## src/rtl/rv32ima_pkg.sv

```systemverilog
// Shared types for the memory responder: load/store access widths, responder FSM states
// and the lane-offset helpers used when an access is granted.
package rv32ima_pkg;

    localparam int LDST_WIDTH_W = 2;

    typedef enum logic [LDST_WIDTH_W-1:0] {
        LDST_B = 2'd0,
        LDST_H = 2'd1,
        LDST_W = 2'd2
    } ldst_width_t;

    typedef enum logic [1:0] {
        IDLE,
        IACC,
        DACC,
        RESP
    } mem_resp_state_t;

    // Byte lane of the access with the low bits the size cannot use forced to zero.
    function automatic logic [1:0] lane_offset(input logic [LDST_WIDTH_W-1:0] width,
                                               input logic [1:0]              a);
        case (width)
            LDST_B:  return a;
            LDST_H:  return {a[1], 1'b0};
            default: return 2'b00;
        endcase
    endfunction

    function automatic logic is_misaligned(input logic [LDST_WIDTH_W-1:0] width,
                                           input logic [1:0]              a);
        case (width)
            LDST_B:  return 1'b0;
            LDST_H:  return a[0];
            default: return |a;
        endcase
    endfunction

endpackage

```

## src/rtl/mem_lane_align.sv

```systemverilog
// Byte-lane steering for B/H/W accesses: write enables and replicated write data for
// stores, zero-extended LSB-aligned extraction for loads.
module mem_lane_align
    import rv32ima_pkg::*;
(
    input  logic [LDST_WIDTH_W-1:0] width,
    input  logic [1:0]              offset,
    input  logic [31:0]             dstore,
    input  logic [31:0]             rdata,
    output logic [3:0]              be,
    output logic [31:0]             wdata,
    output logic [31:0]             load
);

    logic [31:0] rshift;

    always_comb begin
        rshift = rdata >> {offset, 3'b000};
        case (width)
            LDST_B: begin
                be    = 4'b0001 << offset;
                wdata = {4{dstore[7:0]}};
                load  = {24'h0, rshift[7:0]};
            end
            LDST_H: begin
                be    = 4'b0011 << offset;
                wdata = {2{dstore[15:0]}};
                load  = {16'h0, rshift[15:0]};
            end
            default: begin
                be    = 4'hF;
                wdata = dstore;
                load  = rdata;
            end
        endcase
    end

endmodule

```

## src/rtl/mem_responder.sv

```systemverilog
// Arbitrates instruction fetches and data loads/stores onto one single-port RAM.
// Optional build macro MEM_MISALIGN_TRAP_EN: misaligned data accesses bypass the RAM and raise dmisalign.
module mem_responder
    import rv32ima_pkg::*;
#(
    parameter int STARVE_LIMIT = 4,
    parameter int RAM_AW       = 16
) (
    input  logic                    clk,
    input  logic                    rst,
    input  logic [31:0]             iaddr,
    input  logic                    iren,
    output logic [31:0]             idata,
    output logic                    ihit,
    input  logic [31:0]             daddr,
    input  logic                    dren,
    input  logic                    dwen,
    input  logic [31:0]             dstore,
    input  logic [LDST_WIDTH_W-1:0] dwidth,
    output logic [31:0]             dload,
    output logic                    dhit,
    output logic [RAM_AW-1:0]       ram_addr,
    output logic                    ram_ren,
    output logic                    ram_wen,
    output logic [3:0]              ram_be,
    output logic [31:0]             ram_wdata,
    input  logic [31:0]             ram_rdata,
    input  logic                    ram_ready
`ifdef MEM_MISALIGN_TRAP_EN
    ,
    output logic                    dmisalign
`endif
);

    localparam int                  STARVE_W   = $clog2(STARVE_LIMIT + 1);
    localparam logic [STARVE_W-1:0] STARVE_MAX = STARVE_W'(STARVE_LIMIT);

    mem_resp_state_t           state_q, state_d;
    logic [STARVE_W-1:0]       starve_q, starve_d;
    logic                      is_store_q, is_store_d;
    logic [LDST_WIDTH_W-1:0]   width_q, width_d;
    logic [1:0]                offset_q, offset_d;
    logic [RAM_AW-1:0]         ram_addr_q, ram_addr_d;
    logic                      ram_ren_q, ram_ren_d;
    logic                      ram_wen_q, ram_wen_d;
    logic [3:0]                ram_be_q, ram_be_d;
    logic [31:0]               ram_wdata_q, ram_wdata_d;
    logic [31:0]               idata_q, idata_d;
    logic [31:0]               dload_q, dload_d;
    logic                      ihit_q, ihit_d;
    logic                      dhit_q, dhit_d;
`ifdef MEM_MISALIGN_TRAP_EN
    logic                      misalign_q, misalign_d;
    logic                      dmisalign_q, dmisalign_d;
`endif

    logic [LDST_WIDTH_W-1:0]   al_width;
    logic [1:0]                al_offset;
    logic [31:0]               al_dstore;
    logic [3:0]                al_be;
    logic [31:0]               al_wdata;
    logic [31:0]               al_load;
    logic                      unused_addr_bits;

    assign unused_addr_bits = ^{iaddr[31:RAM_AW+2], iaddr[1:0], daddr[31:RAM_AW+2]};

    // The aligner sees the live request while granting and the latched access afterwards.
    always_comb begin
        if (state_q == IDLE) begin
            al_width  = dwidth;
            al_offset = lane_offset(dwidth, daddr[1:0]);
            al_dstore = dstore;
        end else begin
            al_width  = width_q;
            al_offset = offset_q;
            al_dstore = 32'h0;
        end
    end

    mem_lane_align u_align (
        .width  (al_width),
        .offset (al_offset),
        .dstore (al_dstore),
        .rdata  (ram_rdata),
        .be     (al_be),
        .wdata  (al_wdata),
        .load   (al_load)
    );

    always_comb begin
        // NOTE: every _d starts from its _q (or a pulse default) so no path infers a latch.
        state_d     = state_q;
        starve_d    = starve_q;
        is_store_d  = is_store_q;
        width_d     = width_q;
        offset_d    = offset_q;
        ram_addr_d  = ram_addr_q;
        ram_ren_d   = ram_ren_q;
        ram_wen_d   = ram_wen_q;
        ram_be_d    = ram_be_q;
        ram_wdata_d = ram_wdata_q;
        idata_d     = idata_q;
        dload_d     = dload_q;
        ihit_d      = 1'b0;
        dhit_d      = 1'b0;
`ifdef MEM_MISALIGN_TRAP_EN
        misalign_d  = misalign_q;
        dmisalign_d = 1'b0;
`endif
        if (!iren) starve_d = '0;

        unique case (state_q)
            IDLE: begin
                if ((dren || dwen) && (starve_q < STARVE_MAX || !iren)) begin
                    state_d     = DACC;
                    is_store_d  = dwen;
                    width_d     = dwidth;
                    offset_d    = al_offset;
                    ram_addr_d  = daddr[RAM_AW+1:2];
                    ram_be_d    = dwen ? al_be : 4'h0;
                    ram_wdata_d = dwen ? al_wdata : 32'h0;
                    ram_ren_d   = !dwen;
                    ram_wen_d   = dwen;
                    if (iren) starve_d = starve_q + 1'b1;
`ifdef MEM_MISALIGN_TRAP_EN
                    misalign_d = is_misaligned(dwidth, daddr[1:0]);
                    if (misalign_d) begin
                        ram_ren_d = 1'b0;
                        ram_wen_d = 1'b0;
                    end
`endif
                end else if (iren) begin
                    state_d     = IACC;
                    starve_d    = '0;
                    ram_addr_d  = iaddr[RAM_AW+1:2];
                    ram_be_d    = 4'h0;
                    ram_wdata_d = 32'h0;
                    ram_ren_d   = 1'b1;
                    ram_wen_d   = 1'b0;
                end
            end
            IACC: begin
                if (ram_ready) begin
                    state_d   = RESP;
                    ram_ren_d = 1'b0;
                    idata_d   = ram_rdata;
                    ihit_d    = 1'b1;
                end
            end
            DACC: begin
`ifdef MEM_MISALIGN_TRAP_EN
                if (misalign_q) begin
                    state_d     = RESP;
                    dhit_d      = 1'b1;
                    dmisalign_d = 1'b1;
                    dload_d     = 32'h0;
                end else
`endif
                if (ram_ready) begin
                    state_d   = RESP;
                    ram_ren_d = 1'b0;
                    ram_wen_d = 1'b0;
                    dhit_d    = 1'b1;
                    dload_d   = is_store_q ? 32'h0 : al_load;
                end
            end
            RESP: state_d = IDLE;
        endcase
    end

    // NOTE: state uses non-blocking assignments so every flop samples pre-edge values.
    always_ff @(posedge clk or posedge rst) begin
        if (rst) begin
            state_q     <= IDLE;
            starve_q    <= '0;
            is_store_q  <= 1'b0;
            width_q     <= '0;
            offset_q    <= 2'b00;
            ram_addr_q  <= '0;
            ram_ren_q   <= 1'b0;
            ram_wen_q   <= 1'b0;
            ram_be_q    <= 4'h0;
            ram_wdata_q <= 32'h0;
            idata_q     <= 32'h0;
            dload_q     <= 32'h0;
            ihit_q      <= 1'b0;
            dhit_q      <= 1'b0;
`ifdef MEM_MISALIGN_TRAP_EN
            misalign_q  <= 1'b0;
            dmisalign_q <= 1'b0;
`endif
        end else begin
            state_q     <= state_d;
            starve_q    <= starve_d;
            is_store_q  <= is_store_d;
            width_q     <= width_d;
            offset_q    <= offset_d;
            ram_addr_q  <= ram_addr_d;
            ram_ren_q   <= ram_ren_d;
            ram_wen_q   <= ram_wen_d;
            ram_be_q    <= ram_be_d;
            ram_wdata_q <= ram_wdata_d;
            idata_q     <= idata_d;
            dload_q     <= dload_d;
            ihit_q      <= ihit_d;
            dhit_q      <= dhit_d;
`ifdef MEM_MISALIGN_TRAP_EN
            misalign_q  <= misalign_d;
            dmisalign_q <= dmisalign_d;
`endif
        end
    end

    assign idata     = idata_q;
    assign ihit      = ihit_q;
    assign dload     = dload_q;
    assign dhit      = dhit_q;
    assign ram_addr  = ram_addr_q;
    assign ram_ren   = ram_ren_q;
    assign ram_wen   = ram_wen_q;
    assign ram_be    = ram_be_q;
    assign ram_wdata = ram_wdata_q;
`ifdef MEM_MISALIGN_TRAP_EN
    assign dmisalign = dmisalign_q;
`endif

endmodule

```

## config.mk

```make
export PLATFORM = sky130hd
export DESIGN_NAME = mem_responder
export DESIGN_NICKNAME = d
export VERILOG_FILES = /design/src/rtl/rv32ima_pkg.sv /design/src/rtl/mem_lane_align.sv /design/src/rtl/mem_responder.sv
export SDC_FILE = /design/constraint.sdc
export NUM_CORES = 1
export LEC_CHECK = 0
export ABC_AREA = 1
export BUFFER_PORTS_ARGS = -buffer_cell sky130_fd_sc_hd__buf_4
export CAP_MARGIN = 20
export CORE_MARGIN = 2
export CORE_UTILIZATION = 40
export CTS_BUF_LIST = sky130_fd_sc_hd__clkbuf_8
export CTS_CLUSTER_SIZE = 25
export DETAILED_ROUTE_END_ITERATION = 8
export HOLD_SLACK_MARGIN = 0.05
export PLACE_DENSITY = 0.74
export SYNTH_ARGS = -nofsm -noshare
export SYNTH_HDL_FRONTEND = slang
export SYNTH_SLANG_ARGS = --single-unit
```

## constraint.sdc

```tcl
create_clock -name clk -period 11.49 [get_ports clk]
set_clock_uncertainty 0.15 [all_clocks]
set_input_delay 2.298 -clock clk [delete_from_list [all_inputs] [get_ports clk]]
set_output_delay 2.298 -clock clk [all_outputs]
set_load 0.02 [all_outputs]
```

==> summary.txt, run 1 <==
Status
  – Status: completed

Synthesis
  – Simple-gate share of the synthesized area: 0.246
  – Post-synth top area cell: dfrtp_1
  – Ys flop type: dfrtp_1
  – Async SR Flop Fraction: 1.00
  – Synth Area in XOR/XNOR: 0
  – Synth warn: 0
  – Register area share after synthesis: 0.538
  – Post-Synth Adder-Cell Area: 0.0104
  – Avg Inst Size Synth: 8.38 um2
  – Largest family of logic cells by synthesized area: simple AND/OR/NAND/NOR gates
  – Netlist Area Pre-Place: 6040 um2
  – Syn Inst Count: 721
  – Syn Nets: 862
  – Top cells by area, synth: dfrtp_1, nand2_1, o21ai_0
  – Yosys reg bits: 130
  – Synth Area in Compound Gates: 0.147
  – Cell variety after synth: 35
  – Post-synth EDFFs: 0
  – Top cell type's share of synthesized area: 0.538
  – Mux contribution to synthesized area: 0

Die
  – DIE AREA: 16,100 um2
  – Initial core utilization: 0.413
  – Die span in x: 127 um
  – FP Rows: 44
  – Chip height: 127 um
  – Boundary pin count: 256
  – Total core area: 14,600 um2

Global route
  – First-pass GRT wire length: 28.5 mm
  – Global route overflow: 0
  – Vias in the first global route: 5,315
  – Global Route Usage Sum: 0.225
  – Largest net degree at the start of global routing: 76
  – Initial antenna violation count: 0

Pwr
  – Peak VDD IR: 0.138 mV
  – Leak: 4.39 nW
  – Pwr dens: 291 nW/um2

Finish
  – ANT cells: 0
  – Fraction of layout cells with a size suffix above 1: 0.298
  – Non-Filler Instances: 1,129
  – Filler cells: 1,422
  – Nets: 1,074
  – Fin area: 8240 um2
  – Area grow syn2layout: 36.3%
  – Core Util, Final: 0.563

STA
  – Final hold violations: 0
  – Slack of the critical path: 7060 ps
  – Relative slew slack: 0.358
  – RSZ-0062 raised after global routing: false
  – Tmin final: 4430 ps
  – Tcrit/Tclk final: 0.386
  – Max-slew violation total from the final report: 0
  – Setup TNS Final: 0 ps
  – Worst-Margin Slew: 963 ps
  – Final setup vio count: 0
  – Fmax: 226 MHz

Setup path
  – CP Class: input port to flip-flop
  – Arrival time at the worst endpoint: 4610 ps
  – Crit Path Max Fanout: 52
  – CP startpoint kind: input port
  – FF-to-FF Start: state_q[1]
  – Worst setup EP type: flip-flop
  – Required @ worst endpoint: 11,670 ps
  – Worst Setup SP: iren

CTS
  – CTS Buf Count: 17
  – Sinks on Clock Net: 130
  – Root buffer cell: clkbuf_8
  – Hold_buf cts: 0
  – Clock latency on the worst-skew pair: 440 ps
  – CTS H-Tree Depth: 4
  – Setup Buffers After CTS: 0
  – CTS tree: built
  – Bufs on Longest Clock Path: 2
  – PostCTS Resize Cnt: 0
  – CTS clk-pin slew, worst paths: 80 ps

Route
  – Drt initial violations: 318
  – Drc violations: 0
  – Vias: 5,701
  – Number of iterations in the first detailed-routing pass: 4
  – Routed wire length: 18.0 mm
  – Drt wl/cell: 15.9 um
  – Detail-routed via count per cell: 5.05
  – Final antenna-violating net count: 0

Placement
  – Final Wtd Congestion: 0.890
  – Detail Placement HPWL: 12.6 mm
  – Post-DP Area: 7800 um2
  – Pre-CTS setup slack: 6600 ps
  – Placed cells: 1,098
  – I/O Buffers: 225

Run
  – Maxcap violations: 0

Worst hold path
  – Hold path startpoint: starve_q[2]
  – Hold Path Class: flip-flop to flip-flop
[metal layers]
metal / track usage / routed length, um / vias up
met4: 0.0918 / 521 / 0
met5: 0 / 0 / -
met1: 0.313 / 8170 / 2682
met2: 0.347 / 8410 / 199
met3: 0.0460 / 876 / 41
li1: - / - / 2779
[layout make-up]
type / instances / area, um2 / area share
Multi-Input combinational cell: 512 / 2440 / 0.296
Sequential cell: 130 / 3250 / 0.395
Clock buffer: 18 / 248 / 0.0301
Tap cell: 184 / 230 / 0.0279
Timing Repair Buffer: 226 / 1700 / 0.206
Inverter: 46 / 185 / 0.0225
Clock inverter: 13 / 185 / 0.0225
[report_power, final]
group,leakage [nW],internal (W),switching [W],total [W]
Combinational,2.52,0.000446,0.000754,0.00120
Clock,0.203,0.000241,0.000186,0.000427
Sequential,1.67,0.000659,0.000115,0.000774
Total,4.39,0.00135,0.00105,0.00240
[worst paths after layout]
check / to / slack [ps] / depth (start not counted)
max: ram_wdata[4] / 7060 / 6
min: starve_q[2] / 330 / 1
max reg2reg: dload[10] / 8350 / 10
min reg2reg: starve_q[2] / 330 / 1
max in group asynchronous: dload[9] / 8080 / 3
min in group asynchronous: ram_wdata[26] / 1730 / 2
[kinds of logic after synthesis]
logic type / count (synthesis)
buffers and inverters: 79
and+or+nand+nor: 347
AOI/OAI and AO/OA: 160
DFF: 130
adders and majority gates: 5
[state kept, by name (all words and copies together) (netlist names)]
signal and count:
is_store_q 1, dload 32, starve_q 3, offset_q 2, dhit 1, ram_be 4, ihit 1, idata 32
state_q 2, ram_addr 16, ram_wen 1, ram_ren 1, width_q 2, ram_wdata 32
[cells in the final DEF (no fill, tap or decap), drive strengths merged, types with 8 or more instances in the layout]
master  synthesis  routed
a21o            8       8
a21oi          10      10
a22o            9       9
buf            13     226
clkbuf         20      18
dfrtp         130     130
inv            44      45
nand2         254     254
nand3          35      35
nand4          10      10
nor2           47      47
o21ai         122     122
o22ai           8       8
[critical path, stage by stage]
cell and delay (ps):
buf_4 120, nand2_1 80, nand2_1 430, a21oi_2 750, inv_2 550, a22o_1 350
[stage by stage]
stage                     power (W)  hold slack, ps
after floorplan             0.00152             293
after global placement      0.00196             305
after detailed placement    0.00199             316
after CTS                   0.00242             333
after global routing        0.00257             349
final                       0.00240             329
[synth_stat cells (3+ instances only)]
library cell  count
buf_6             4
buf_2             7
ha_1              5
a21o_1            8
dfrtp_1         130
nand3_1          33
clkbuf_1         19
o22ai_1           8
nand4_1          10
a22o_1            9
inv_2             3
o21ai_1          11
o21ai_0         109
inv_1            40
nor2_1           42
nand2_4           3
a21oi_1           9
nand2_2           5
nand2_1         245
(Power assumes the default switching activity.)
==> inputs of run 2 (changes only) <==
==> constraint.sdc (replaced) <==
create_clock -name clk -period 4.6 [get_ports clk]
set_clock_uncertainty 0.15 [all_clocks]
set_input_delay 0.92 -clock clk [delete_from_list [all_inputs] [get_ports clk]]
set_output_delay 0.92 -clock clk [all_outputs]
set_load 0.02 [all_outputs]
==> summary.txt, run 2 (synthesis results as in run 1) <==
Global route
  – Global Route Usage Sum: 0.227
  – First-pass GRT wire length: 28.8 mm
  – Initial antenna violation count: 0
  – Largest net degree at the start of global routing: 105
  – Global route overflow: 0
  – Vias in the first global route: 5,386

Finish
  – ANT cells: 0
  – Commonest non-fill, non-tap cell in the layout: nand2_1
  – Most frequent cells in the layout: nand2_1, buf_4, dfrtp_1
  – Nets: 1,077
  – Area grow syn2layout: 37.0%
  – Fraction of layout cells with a size suffix above 1: 0.300
  – Filler cells: 1,409

Setup path
  – FF-to-FF Start: state_q[0]
  – Arrival time at the worst endpoint: 3360 ps
  – CP startpoint kind: flip-flop
  – Reg2Reg Depth: 10
  – Crit Path Max Fanout: 48
  – Required @ worst endpoint: 4820 ps
  – Flop2flop setup slack: 1470 ps
  – Worst setup EP type: flip-flop
  – RR Endpoint: dload[9]
  – CP Class: flip-flop to flip-flop

Die
  – Die span in x: 127 um
  – DIE AREA: 16,100 um2
  – Total core area: 14,600 um2
  – FP Rows: 44
  – Initial core utilization: 0.413
  – Boundary pin count: 256
  – Chip height: 127 um

CTS
  – PostCTS Resize Cnt: 0
  – Bufs on Longest Clock Path: 2
  – CTS clk-pin slew, worst paths: 70 ps
  – Hold_buf cts: 0
  – CTS H-Tree Depth: 4
  – Setup Buffers After CTS: 0
  – Clock latency on the worst-skew pair: 430 ps
  – Sinks on Clock Net: 130
  – CTS Buf Count: 17
  – CTS tree: built
  – Root buffer cell: clkbuf_8

Route
  – Drt initial violations: 426
  – Number of iterations in the first detailed-routing pass: 5
  – Drc violations: 0
  – Vias: 5,695
  – Final antenna-violating net count: 0
  – Detail-routed via count per cell: 5.03
  – Routed wire length: 18.1 mm
  – Drt wl/cell: 16.0 um

Pwr
  – Logic gate share of total power: 0.498
  – PnR Total Power: 0.00605 W
  – Switching share of power: 0.437
  – Pint: 0.00340 W
  – Pwr dens: 731 nW/um2
  – Leak: 4.42 nW
  – Psw: 0.00264 W
  – Sequential cell fraction of total power: 0.319
  – Peak VDD IR: 0.453 mV
  – Clk network pwr share: 0.183

Worst hold path
  – Hold worst-path end: starve_q[2]
  – Hold Path Class: flip-flop to flip-flop
  – Hold path startpoint: starve_q[2]
  – Hold Path Stages: 1

STA
  – RSZ-0062 raised after global routing: false
  – Max-slew violation total from the final report: 0
  – Relative slew slack: 0.376
  – Worst-Margin Slew: 937 ps
  – Slack of the critical path: 1470 ps
  – Setup TNS Final: 0 ps
  – Tmin final: 3130 ps
  – Worst hold slack: 324 ps
  – Tcrit/Tclk final: 0.681
  – Final hold violations: 0
  – Fmax: 319 MHz
  – Final setup vio count: 0

Placement
  – Detail Placement HPWL: 12.6 mm
  – Pre-CTS setup slack: 1480 ps
  – Final Wtd Congestion: 0.887
  – I/O Buffers: 225

Run
  – Maxcap violations: 0

Status
  – Status: completed
==> run 2: cell count changes in the layout (fill, tap and decap cells not counted), sizes merged <==
cell / change
bufinv: +1
clkbuf: -1
inv: +1
clkinv: -1
buf: +3
==> run 2: area by class of cell <==
| type | count | area, um2 | share of cell area |
|---|---|---|---|
| Sequential cell | 130 | 3250 | 0.393 |
| Multi-Input combinational cell | 512 | 2440 | 0.295 |
| Timing Repair Buffer | 229 | 1720 | 0.208 |
| Clock buffer | 17 | 234 | 0.0283 |
| Tap cell | 184 | 230 | 0.0278 |
| Clock inverter | 14 | 214 | 0.0259 |
| Inverter | 46 | 185 | 0.0224 |
==> run 2: power by group through the flow <==
| stage | Clock (W) | Combinational, W | Sequential (W) |
|---|---|---|---|
| 2_1_floorplan | 0 | 0.00131 | 0.00248 |
| 3_3_place_gp | 0 | 0.00298 | 0.00193 |
| 3_5_place_dp | 0 | 0.00303 | 0.00194 |
| 4_1_cts | 0.00113 | 0.00304 | 0.00193 |
| 5_1_grt | 0.00118 | 0.00330 | 0.00199 |
| 6_report | 0.00111 | 0.00301 | 0.00193 |
==> run 2: metrics by stage <==
step                cell area, um2  utilization  instances
floorplan                     6040            -        721
global placement              7830        0.535       1101
detailed placement            7830        0.535       1101
CTS                           8280        0.565       1132
global route                  8280        0.565       1132
finish                        8280        0.565       1132
==> run 2: critical path, stage by stage, from the launching register on <==
cell and delay (ps):
dfrtp_1 400, inv_1 100, ha_1 480, o21ai_2 310
inv_2 680, nand2_2 390, nor2_4 270, nand3_1 100
nand2_1 80, nand2_1 50, nand2_1 60
==> run 2: worst max-delay path by stage <==
| stage | start | endpoint | slack [ps] | cells after the start |
|---|---|---|---|---|
| floorplan | rst | dhit | 60 | 1 |
| global placement | dwidth[1] | dload[9] | 1490 | 10 |
| detailed placement | state_q[0] | dload[9] | 1480 | 10 |
| CTS | state_q[0] | dload[9] | 1450 | 10 |
| global route | state_q[1] | dload[10] | 1160 | 10 |
| finish | state_q[0] | dload[9] | 1470 | 10 |
==> run 2: routing by layer <==
layer | wire (um) | track usage
met3 | 929 | 0.0392
met5 | 0 | 0
met1 | 8170 | 0.325
met2 | 8480 | 0.342
met4 | 514 | 0.0924
==> inputs of run 3 (changes only) <==
--- a/config.mk
+++ b/config.mk
@@ -5,7 +5,7 @@
 export SDC_FILE = /design/constraint.sdc
 export NUM_CORES = 1
 export LEC_CHECK = 0
-export ABC_AREA = 1
+export ABC_AREA = 0
 export BUFFER_PORTS_ARGS = -buffer_cell sky130_fd_sc_hd__buf_4
 export CAP_MARGIN = 20
 export CORE_MARGIN = 2
@@ -14,7 +14,7 @@
 export CTS_CLUSTER_SIZE = 25
 export DETAILED_ROUTE_END_ITERATION = 8
 export HOLD_SLACK_MARGIN = 0.05
-export PLACE_DENSITY = 0.74
+export PLACE_DENSITY = 0.77
 export SYNTH_ARGS = -nofsm -noshare
 export SYNTH_HDL_FRONTEND = slang
 export SYNTH_SLANG_ARGS = --single-unit
==> constraint.sdc (replaced) <==
create_clock -name clk -period 2.6 [get_ports clk]
set_clock_uncertainty 0.15 [all_clocks]
set_input_delay 0.52 -clock clk [delete_from_list [all_inputs] [get_ports clk]]
set_output_delay 0.52 -clock clk [all_outputs]
set_load 0.02 [all_outputs]
==> summary.txt, run 3 <==
Status
  – Status: completed

Synthesis
  – Top cells by area, synth: dfrtp_1, mux2_2, mux2i_1
  – Ys flop type: dfrtp_1
  – Top cell type's share of synthesized area: 0.545
  – Syn Inst Count: 520
  – Synth warn: 0
  – Post-synth top cells: dfrtp_1, nand2_1, o21ai_0, mux2_2, mux2i_1
  – Netlist Area Pre-Place: 5970 um2
  – Most frequent cell after synthesis: dfrtp_1
  – Register area share after synthesis: 0.545
  – Async SR Flop Fraction: 1.00
  – Cell variety after synth: 50
  – Syn Nets: 661
  – Post-synth EDFFs: 0
  – Avg Inst Size Synth: 11.5 um2
  – Yosys reg bits: 130
  – Post-synth top area cell: dfrtp_1

STA
  – Setup TNS Final: 0 ps
  – Final setup vio count: 0
  – RSZ-0062 raised after global routing: false
  – Tmin final: 2480 ps
  – Final hold violations: 0
  – Max-slew violation total from the final report: 0
  – Tcrit/Tclk final: 0.954
  – Relative slew slack: 0.370
  – Worst-Margin Slew: 944 ps
  – Worst hold slack: 91.3 ps
  – Fmax: 403 MHz

Setup path
  – Required @ worst endpoint: 2770 ps
  – CP startpoint kind: flip-flop
  – Arrival time at the worst endpoint: 2650 ps
  – CP Class: flip-flop to flip-flop
  – Crit Path Max Fanout: 7
  – Worst setup EP type: flip-flop

Global route
  – Vias in the first global route: 5,130
  – Global route overflow: 0
  – First-pass GRT wire length: 28.0 mm
  – Largest net degree at the start of global routing: 39
  – Global Route Usage Sum: 0.226
  – Initial antenna violation count: 0

Placement
  – Placed cells: 915
  – Final Wtd Congestion: 0.861
  – Post-DP Area: 7950 um2
  – Detail Placement HPWL: 13.1 mm
  – I/O Buffers: 225

Finish
  – Non-Filler Instances: 949
  – Fraction of layout cells with a size suffix above 1: 0.450
  – Most frequent cells in the layout: buf_4, dfrtp_1, nand2_1
  – Commonest non-fill, non-tap cell in the layout: buf_4
  – Filler cells: 1,262
  – Nets: 893
  – Area grow syn2layout: 39.9%
  – Area of the multi-input gates: 2540 um2
  – ANT cells: 0
  – Fin area: 8350 um2
  – Register Area: 3250 um2

Route
  – Routed wire length: 17.7 mm
  – Vias: 5,096
  – Drt wl/cell: 18.6 um
  – Detail-routed via count per cell: 5.37
  – Drc violations: 0
  – Drt initial violations: 308
  – Final antenna-violating net count: 0
  – Number of iterations in the first detailed-routing pass: 5

CTS
  – Sinks on Clock Net: 130
  – Clock latency on the worst-skew pair: 430 ps
  – CTS clk-pin slew, worst paths: 70 ps
  – Root buffer cell: clkbuf_8
  – CTS H-Tree Depth: 4
  – Bufs on Longest Clock Path: 2
  – CTS Buf Count: 17
  – Hold_buf cts: 0
  – CTS tree: built

Worst hold path
  – Hold Path Class: input port to async pin

Pwr
  – Pwr dens: 1270 nW/um2
  – Leak: 4.26 nW
  – Peak VDD IR: 0.565 mV

Die
  – Die span in x: 126 um
  – Initial core utilization: 0.411
  – FP Rows: 44
  – Chip height: 126 um
  – Boundary pin count: 256
  – DIE AREA: 15,900 um2
  – Total core area: 14,500 um2

Run
  – Maxcap violations: 0
==> run 3: changes by cell type in the layout (fill, tap and decap cells not counted), sizes merged, moves of 16 or more <==
cell   delta
nand2   -163
o21ai    -67
mux2     +43
mux2i    +40
nor2     -39
inv      -37
nand3    -32
a22o     +16
buf      +16
==> run 3: cell families after synthesis <==
group                    Yosys count  synth area share
AO/OA/AOI/OAI                    134             0.159
adder cells (fa/ha/maj)            5            0.0105
flip-flops                       130             0.545
buffers and inverters             41            0.0348
multiplexers                      83             0.153
AND/OR/NAND/NOR                  127            0.0977
==> run 3: power by group <==
group	switching (W)	internal, W	leakage [nW]
combinational	0.00304	0.00244	2.41
sequential	0.000542	0.00292	1.65
clock	0.000799	0.000871	0.194
total	0.00438	0.00623	4.26
==> run 3: path summary, 6_finish.rpt <==
kind	startpoint	end	slack (ps)	cells past startpoint
hold reg to reg	ram_wdata[9]	ram_wdata[9]	330	2
min in group clk	dstore[29]	ram_wdata[29]	160	3
hold / removal	rst	ram_addr[12]	90	2
setup reg to reg	state_q[0]	dload[11]	120	7
max in group asynchronous	rst	ram_wdata[27]	1560	3
setup / recovery	state_q[0]	dload[11]	120	7
==> run 3: timing repair <==
action                     CTS  global route
buffers inserted             0             2
setup endpoints to repair    0            13
gates resized for setup      0             1
==> run 3: critical path, cell delays in order (launching register included) <==
cell	delay, ps
dfrtp_1	410
inv_1	110
ha_1	300
buf_4	240
a32o_1	400
and2_1	240
nand2_1	190
o221ai_1	320
==> run 3: final cells by class <==
type	instances	share of cell area
clock buffers	18	0.0297
well taps	184	0.0276
clock inverters	14	0.0166
flip-flops and latches	130	0.390
multi-input cells	349	0.304
repair buffers	245	0.228
inverters	9	0.00450
==> run 3: metrics by stage <==
stage | util | setup slack, ps | power (W)
after CTS | 0.573 | 71.3 | 0.0107
after detailed placement | 0.547 | 113 | 0.00897
after global routing | 0.574 | 21.8 | 0.0113
after global placement | 0.547 | 217 | 0.00879
after floorplan | - | 321 | 0.00673
final | 0.574 | 120 | 0.0106
==> run 3: per-layer routing <==
metal  GRT usage  vias to the layer above  share of wire
met3      0.0816                       25           0.10
met4      0.0724                        0          0.017
met5           0                        -              0
met1       0.283                     2464           0.40
met2       0.366                      264           0.48
li1            -                     2343              -
